$ cat src/rtl/rv_opnd_fetch_if.sv
// rv_opnd_fetch_if: decode-side and execute-side valid/ready channels of the operand-fetch stage
interface rv_opnd_fetch_if #(
  parameter int XLEN   = 64,
  parameter int CTRL_W = 32
);
  logic              in_valid;
  logic              in_ready;
  logic [4:0]        in_rs1;
  logic [4:0]        in_rs2;
  logic [4:0]        in_rd;
  logic [CTRL_W-1:0] in_ctrl;
  logic              out_valid;
  logic              out_ready;
  logic [XLEN-1:0]   out_rs1_data;
  logic [XLEN-1:0]   out_rs2_data;
  logic [4:0]        out_rd;
  logic [CTRL_W-1:0] out_ctrl;
  modport master (
    output in_valid, in_rs1, in_rs2, in_rd, in_ctrl, out_ready,
    input  in_ready, out_valid, out_rs1_data, out_rs2_data, out_rd, out_ctrl
  );
  modport slave (
    input  in_valid, in_rs1, in_rs2, in_rd, in_ctrl, out_ready,
    output in_ready, out_valid, out_rs1_data, out_rs2_data, out_rd, out_ctrl
  );
endinterface

$ cat src/rtl/rv_opnd_fetch.sv
// rv_opnd_fetch: two-stage operand fetch (RF read in flight, output register) with writeback bypass/snoop
module rv_opnd_fetch #(
  parameter int XLEN   = 64,
  parameter int CTRL_W = 32
) (
  input  logic             clk,
  input  logic             rstn,
  input  logic             flush,
  rv_opnd_fetch_if.slave   bus,
  output logic [4:0]       rf_rd_reg1,
  output logic [4:0]       rf_rd_reg2,
  input  logic [XLEN-1:0]  rf_rd_data1,
  input  logic [XLEN-1:0]  rf_rd_data2,
  input  logic             wb_en,
  input  logic [4:0]       wb_reg,
  input  logic [XLEN-1:0]  wb_data
);
  logic              s1_v, s2_v, s2_adv, accept;
  logic [4:0]        s1_rs1, s1_rs2, s1_rd, s2_rs1, s2_rs2, s2_rd;
  logic [CTRL_W-1:0] s1_ctrl, s2_ctrl;
  logic              hit1, hit2;
  logic [XLEN-1:0]   byp1, byp2, op1, op2, s2_op1, s2_op2;

  function automatic logic wb_hit(input logic [4:0] r);
    return wb_en && wb_reg != 5'd0 && wb_reg == r;
  endfunction

  assign s2_adv        = s1_v & (~s2_v | bus.out_ready);
  assign bus.in_ready  = ~s1_v | s2_adv;
  assign accept        = bus.in_valid & bus.in_ready & ~flush;
  // a stalled S1 keeps re-reading its own sources so RF data never goes stale
  assign rf_rd_reg1    = (s1_v & ~s2_adv) ? s1_rs1 : bus.in_rs1;
  assign rf_rd_reg2    = (s1_v & ~s2_adv) ? s1_rs2 : bus.in_rs2;
  assign op1           = (s1_rs1 == 5'd0) ? '0 : hit1 ? byp1 : rf_rd_data1;
  assign op2           = (s1_rs2 == 5'd0) ? '0 : hit2 ? byp2 : rf_rd_data2;
  assign bus.out_valid    = s2_v;
  assign bus.out_rs1_data = s2_op1;
  assign bus.out_rs2_data = s2_op2;
  assign bus.out_rd       = s2_rd;
  assign bus.out_ctrl     = s2_ctrl;

  always_ff @(posedge clk or negedge rstn)
    if (!rstn) begin
      s1_v    <= 1'b0;
      s2_v    <= 1'b0;
      hit1    <= 1'b0;
      hit2    <= 1'b0;
      byp1    <= '0;
      byp2    <= '0;
      s1_rs1  <= '0;
      s1_rs2  <= '0;
      s1_rd   <= '0;
      s1_ctrl <= '0;
      s2_rs1  <= '0;
      s2_rs2  <= '0;
      s2_rd   <= '0;
      s2_ctrl <= '0;
      s2_op1  <= '0;
      s2_op2  <= '0;
    end else begin
      hit1 <= wb_hit(rf_rd_reg1);
      hit2 <= wb_hit(rf_rd_reg2);
      byp1 <= wb_data;
      byp2 <= wb_data;
      s1_v <= flush ? 1'b0 : accept ? 1'b1 : s2_adv ? 1'b0 : s1_v;
      s2_v <= flush ? 1'b0 : s2_adv ? 1'b1 : bus.out_ready ? 1'b0 : s2_v;
      if (accept) begin
        s1_rs1  <= bus.in_rs1;
        s1_rs2  <= bus.in_rs2;
        s1_rd   <= bus.in_rd;
        s1_ctrl <= bus.in_ctrl;
      end
      // a writeback on the transfer edge itself is forwarded so S2 never starts stale
      if (s2_adv) begin
        s2_rs1  <= s1_rs1;
        s2_rs2  <= s1_rs2;
        s2_rd   <= s1_rd;
        s2_ctrl <= s1_ctrl;
        s2_op1  <= wb_hit(s1_rs1) ? wb_data : op1;
        s2_op2  <= wb_hit(s1_rs2) ? wb_data : op2;
      end else if (s2_v & ~bus.out_ready) begin
        if (wb_hit(s2_rs1)) s2_op1 <= wb_data;
        if (wb_hit(s2_rs2)) s2_op2 <= wb_data;
      end
    end
endmodule
$ cat src/flat_wrapper.sv
// flat-port wrapper written by rule: the top's interface ports become plain ports
module rv_opnd_fetch_flat 
#(
  parameter int XLEN   = 64,
  parameter int CTRL_W = 32
)
  (clk, rstn, flush, rf_rd_reg1, rf_rd_reg2, rf_rd_data1, rf_rd_data2, wb_en, wb_reg, wb_data, bus_in_valid, bus_in_rs1, bus_in_rs2, bus_in_rd, bus_in_ctrl, bus_out_ready, bus_in_ready, bus_out_valid, bus_out_rs1_data, bus_out_rs2_data, bus_out_rd, bus_out_ctrl);
  rv_opnd_fetch_if #(.XLEN(XLEN), .CTRL_W(CTRL_W)) bus_i ();
  input  logic clk;
  input  logic rstn;
  input  logic flush;
  output logic [4:0] rf_rd_reg1;
  output logic [4:0] rf_rd_reg2;
  input  logic [XLEN-1:0] rf_rd_data1;
  input  logic [XLEN-1:0] rf_rd_data2;
  input  logic wb_en;
  input  logic [4:0] wb_reg;
  input  logic [XLEN-1:0] wb_data;
  input wire logic [$bits(bus_i.in_valid)-1:0] bus_in_valid;
  input wire logic [$bits(bus_i.in_rs1)-1:0] bus_in_rs1;
  input wire logic [$bits(bus_i.in_rs2)-1:0] bus_in_rs2;
  input wire logic [$bits(bus_i.in_rd)-1:0] bus_in_rd;
  input wire logic [$bits(bus_i.in_ctrl)-1:0] bus_in_ctrl;
  input wire logic [$bits(bus_i.out_ready)-1:0] bus_out_ready;
  output wire logic [$bits(bus_i.in_ready)-1:0] bus_in_ready;
  output wire logic [$bits(bus_i.out_valid)-1:0] bus_out_valid;
  output wire logic [$bits(bus_i.out_rs1_data)-1:0] bus_out_rs1_data;
  output wire logic [$bits(bus_i.out_rs2_data)-1:0] bus_out_rs2_data;
  output wire logic [$bits(bus_i.out_rd)-1:0] bus_out_rd;
  output wire logic [$bits(bus_i.out_ctrl)-1:0] bus_out_ctrl;
  assign bus_i.in_valid = bus_in_valid;
  assign bus_i.in_rs1 = bus_in_rs1;
  assign bus_i.in_rs2 = bus_in_rs2;
  assign bus_i.in_rd = bus_in_rd;
  assign bus_i.in_ctrl = bus_in_ctrl;
  assign bus_i.out_ready = bus_out_ready;
  assign bus_in_ready = bus_i.in_ready;
  assign bus_out_valid = bus_i.out_valid;
  assign bus_out_rs1_data = bus_i.out_rs1_data;
  assign bus_out_rs2_data = bus_i.out_rs2_data;
  assign bus_out_rd = bus_i.out_rd;
  assign bus_out_ctrl = bus_i.out_ctrl;
  rv_opnd_fetch #(.XLEN(XLEN), .CTRL_W(CTRL_W)) u_core (.clk(clk), .rstn(rstn), .flush(flush), .bus(bus_i), .rf_rd_reg1(rf_rd_reg1), .rf_rd_reg2(rf_rd_reg2), .rf_rd_data1(rf_rd_data1), .rf_rd_data2(rf_rd_data2), .wb_en(wb_en), .wb_reg(wb_reg), .wb_data(wb_data));
endmodule
$ cat config.mk
export PLATFORM = sky130hd
export DESIGN_NAME = rv_opnd_fetch_flat
export DESIGN_NICKNAME = d
export VERILOG_FILES = /design/src/rtl/rv_opnd_fetch_if.sv /design/src/rtl/rv_opnd_fetch.sv /design/src/flat_wrapper.sv
export SDC_FILE = /design/constraint.sdc
export NUM_CORES = 1
export LEC_CHECK = 0
export CAP_MARGIN = 20
export CORE_ASPECT_RATIO = 1.1
export CORE_UTILIZATION = 45
export CTS_BUF_LIST = sky130_fd_sc_hd__clkbuf_4 sky130_fd_sc_hd__clkbuf_8 sky130_fd_sc_hd__clkbuf_16
export CTS_CLUSTER_DIAMETER = 120
export DETAILED_ROUTE_END_ITERATION = 6
export PLACE_DENSITY = 0.91
export SYNTH_ARGS = -nofsm -noshare
export SYNTH_HDL_FRONTEND = slang
export SYNTH_SLANG_ARGS = --single-unit
export TNS_END_PERCENT = 1
$ cat constraint.sdc
create_clock -name clk -period 3.05 [get_ports clk]
set_input_delay 0.4575 -clock clk [delete_from_list [all_inputs] [get_ports clk]]
set_output_delay 0.4575 -clock clk [all_outputs]
set_load 0.01 [all_outputs]
==> impl_metrics.py <==
metrics = {
    "synth": {
        "synthCells": 1217,
        "yosys.area.top_type": "dfrtp_1",
        "syn-cell-area_um2": 13010,
        "postSynth.asyncResetShare": 1.000,
        "yosysSeqAreaShare": 0.5577,
        "synth_top_area_frac": 0.5577,
        "postSynthNetCount": 1467,
        "yosysUniqueCellTypes": 36,
        "synth_warnings": 0,
        "synth_enable_flop_cells": 0,
        "synth_area_leaders": "dfrtp_1 56%, mux2i_1 9.8%, nand2_1 7.8%, mux2_2 4.9%, o211ai_1 3.8%",
        "yosys_register_bits": 290,
        "synth-main-ff-cell": "dfrtp_1",
        "syn_avg_cell_area_um2": 10.69,
    },
    "finish": {
        "regArea_um2": 7264,
        "drive_above_1_share": 0.1041,
        "area_growth_pct": 45.56,
        "final_nets": 1870,
        "multi_input_area_um2": 5371,
        "fin_area_um2": 18940,
        "fillCellCount": 1920,
    },
    "worst_setup_path": {
        "end_kind": "output port",
        "required_ns": 2.59,
        "rr_startpoint": "u_core.s1_rs1[3]",
        "criticalPathCategory": "reg2out",
        "critPathSlowestCell": "clkdlybuf4s50_1",
        "arrival_ns": 2.38,
        "r2r_cells": 6,
        "critical_path.cell_chain": "nand3b_1, buf_4, mux2_2, clkdlybuf4s50_1",
        "cp_max_fo": 8,
        "crit_path_start_kind": "register",
        "rr_endpoint": "u_core.bus.out_rs1_data[60]",
        "r2r_slack_ns": 0.79,
        "critPathMaxStageDelay_ns": 0.51,
    },
    "cts": {
        "path_clk_slew_ns": 0.06,
        "clockBufferDepth": 3,
        "postCtsSetupRepairBufs": 0,
        "htreeDepth": 1,
        "cts_tree": "done",
        "clock_latency_ns": 0.56,
        "root_buffer": "clkbuf_16",
        "cts_made_buffers": 31,
        "clkSinkCount": 290,
    },
    "sta": {
        "hold_viol": 0,
        "worst_pin_slew_ns": 0.7938,
        "slew_headroom": 0.4708,
        "post-route-period-util": 0.9307,
        "period_needed_ns": 2.839,
        "setup_violations": 0,
        "setup_tns_ns": 0,
        "max_freq_mhz": 352.3,
        "rsz0062_at_grt": "no",
        "skew_ns": 0.01535,
        "slew_viol_final": 0,
    },
    "place": {
        "io_buffers": 426,
        "globalplace.congestion": 0.9014,
        "dpl_cell_area_um2": 17740,
        "dpl.hpwl_um": 30440,
    },
    "min_path": {
        "min_from": "wb_data[33]",
        "hold_end": "u_core.byp1[33]",
        "holdPathStages": 1,
        "hp-class": "in2reg",
    },
    "global_route": {
        "overflow": 0,
        "grt_pass1_vias": 12320,
        "grt_util_all_layers": 0.3038,
        "grt_antenna_before_repair": 11,
        "grt_pass1_wl_um": 69570,
        "grt_max_degree": 98,
    },
    "power": {
        "internal_power_mw": 8.561,
        "cellPowerDensity_nw_per_um2": 627.7,
        "seq_power_share": 0.407,
        "netSwitchingPower_mw": 3.327,
        "power_frac_clock": 0.358,
        "leakage_nw": 7.725,
        "ir_worst_vdd_uv": 703.5,
        "swShare": 0.2799,
        "share_comb_of_total_power": 0.234,
    },
    "drt": {
        "drt-pass1-iter-count": 7,
        "antenna_left": 0,
        "drt-total-wl_um": 45810,
        "route.vias.total": 11630,
        "drc": 0,
        "wl_per_cell_um": 22.75,
        "routed_via_density": 5.774,
        "drtIter0Drc": 1227,
    },
    "die": {
        "initial_core_util": 0.4629,
        "io_pins": 427,
        "core_area_um2": 28110,
        "num_rows": 64,
        "die-area_um2": 29600,
        "die_x_um": 164.1,
        "die_h_um": 180.3,
    },
    "flow_run": {
        "cap_violations": 0,
    },
    "outcome": {
        "status": "finished clean",
    },
}
## cells in the final DEF (no fill, tap or decap), types with 7 or more instances in the layout
| master | count |
|---|---|
| clkdlybuf4s50_1 | 425 |
| dfrtp_1 | 288 |
| nand2_1 | 271 |
| mux2i_1 | 128 |
| nand3_1 | 72 |
| o211ai_1 | 66 |
| nor2_1 | 59 |
| mux2_2 | 57 |
| or3_1 | 33 |
| a31oi_1 | 33 |
| clkbuf_16 | 31 |
| buf_4 | 29 |
| a21oi_1 | 27 |
| o31a_1 | 25 |
| xnor2_1 | 24 |
| diode_2 | 8 |
| buf_12 | 8 |
| bufinv_16 | 7 |
## worst max-delay path, delay by kind of cell (launching register included)
| kind | cells | cell delay, ns |
|---|---|---|
| buffers and inverters | 2 | 0.74 |
| DFF | 1 | 0.41 |
| muxes | 1 | 0.38 |
| and+or+nand+nor | 1 | 0.29 |
## synth_stat cells, types with 6 or more instances
| cell | count |
|---|---|
| a21oi_1 | 27 |
| a31oi_1 | 33 |
| buf_1 | 12 |
| buf_2 | 14 |
| buf_6 | 6 |
| clkbuf_1 | 58 |
| dfrtp_1 | 290 |
| mux2_2 | 57 |
| mux2i_1 | 128 |
| nand2_1 | 272 |
| nand3_1 | 72 |
| nor2_1 | 61 |
| o211ai_1 | 66 |
| o31a_1 | 25 |
| or3_1 | 33 |
| xnor2_1 | 24 |
| xor2_1 | 6 |
## layout make-up
class / count / area share
diodes: 8 / 0.001057
clock buffers: 38 / 0.04572
clock inverters: 18 / 0.01579
inverters: 2 / 0.0003964
multi-input cells: 831 / 0.2836
flip-flops and latches: 290 / 0.3836
well taps: 363 / 0.02398
repair buffers: 464 / 0.2459
## logic make-up after synthesis
logic type | count (synthesis) | synth area share
AOI/OAI and AO/OA | 162 | 0.09309
xor gates and xnor gates | 30 | 0.02019
buffers and inverters | 96 | 0.03308
DFF | 290 | 0.5577
muxes | 185 | 0.1478
and+or+nand+nor | 454 | 0.1481
## state kept, by name, indices dropped and copies added, names as in the netlist
register	flops
u_core.bus.out_ctrl	32
u_core.bus.out_rd	5
u_core.bus.out_rs1_data	64
u_core.bus.out_rs2_data	64
u_core.bus.out_valid	1
u_core.byp1	64
u_core.hit1	1
u_core.hit2	1
u_core.s1_ctrl	32
u_core.s1_rd	5
u_core.s1_rs1	5
u_core.s1_rs2	5
u_core.s1_v	1
u_core.s2_rs1	5
u_core.s2_rs2	5
## metrics by stage
step	power, mW	worst slack, ns	util	cells	hold WS (ns)
floorplan	5.919	0.8081	-	1217	0.1619
detailed placement	7.642	0.1429	0.6313	1949	0.4506
global placement	7.530	0.2553	0.6313	1949	0.4415
CTS	11.92	0.1958	0.6731	2006	0.3751
global route	12.35	0.1505	0.6737	2013	0.3907
finish	11.89	0.2114	0.6738	2014	0.3949
## per-layer routing
layer	GRT usage	vias to the layer above	wire, um
met4	0.1556	6	2012
met5	0	-	35
li1	-	5054	-
met1	0.3475	5705	16460
met3	0.09597	147	5058
met2	0.5058	717	22250
## power by group through the flow
stage	clock network (mW)	logic (mW)	registers, mW
after global placement	0	2.67	4.86
after CTS	4.30	2.79	4.83
after detailed placement	0	2.76	4.89
after floorplan	0	0.915	5.00
after global routing	4.46	2.99	4.90
final	4.26	2.79	4.84
## worst max-delay path by stage
stage	from	to	slack, ns	depth (start not counted)
floorplan	wb_reg[0]	u_core.bus.out_rs1_data[50]	0.81	8
global placement	wb_reg[3]	u_core.bus.out_rs2_data[50]	0.26	6
detailed placement	wb_reg[1]	u_core.bus.out_rs2_data[15]	0.14	6
CTS	u_core.bus.out_valid	rf_rd_reg2[2]	0.20	4
global route	u_core.bus.out_valid	rf_rd_reg2[2]	0.15	4
finish	u_core.bus.out_valid	rf_rd_reg2[2]	0.21	4
## what timing repair did
item	4_1_cts	5_1_grt
hold buffers	1	0
gates resized for setup	0	0
hold endpoints to repair	75	0
(Power assumes the default switching activity.)
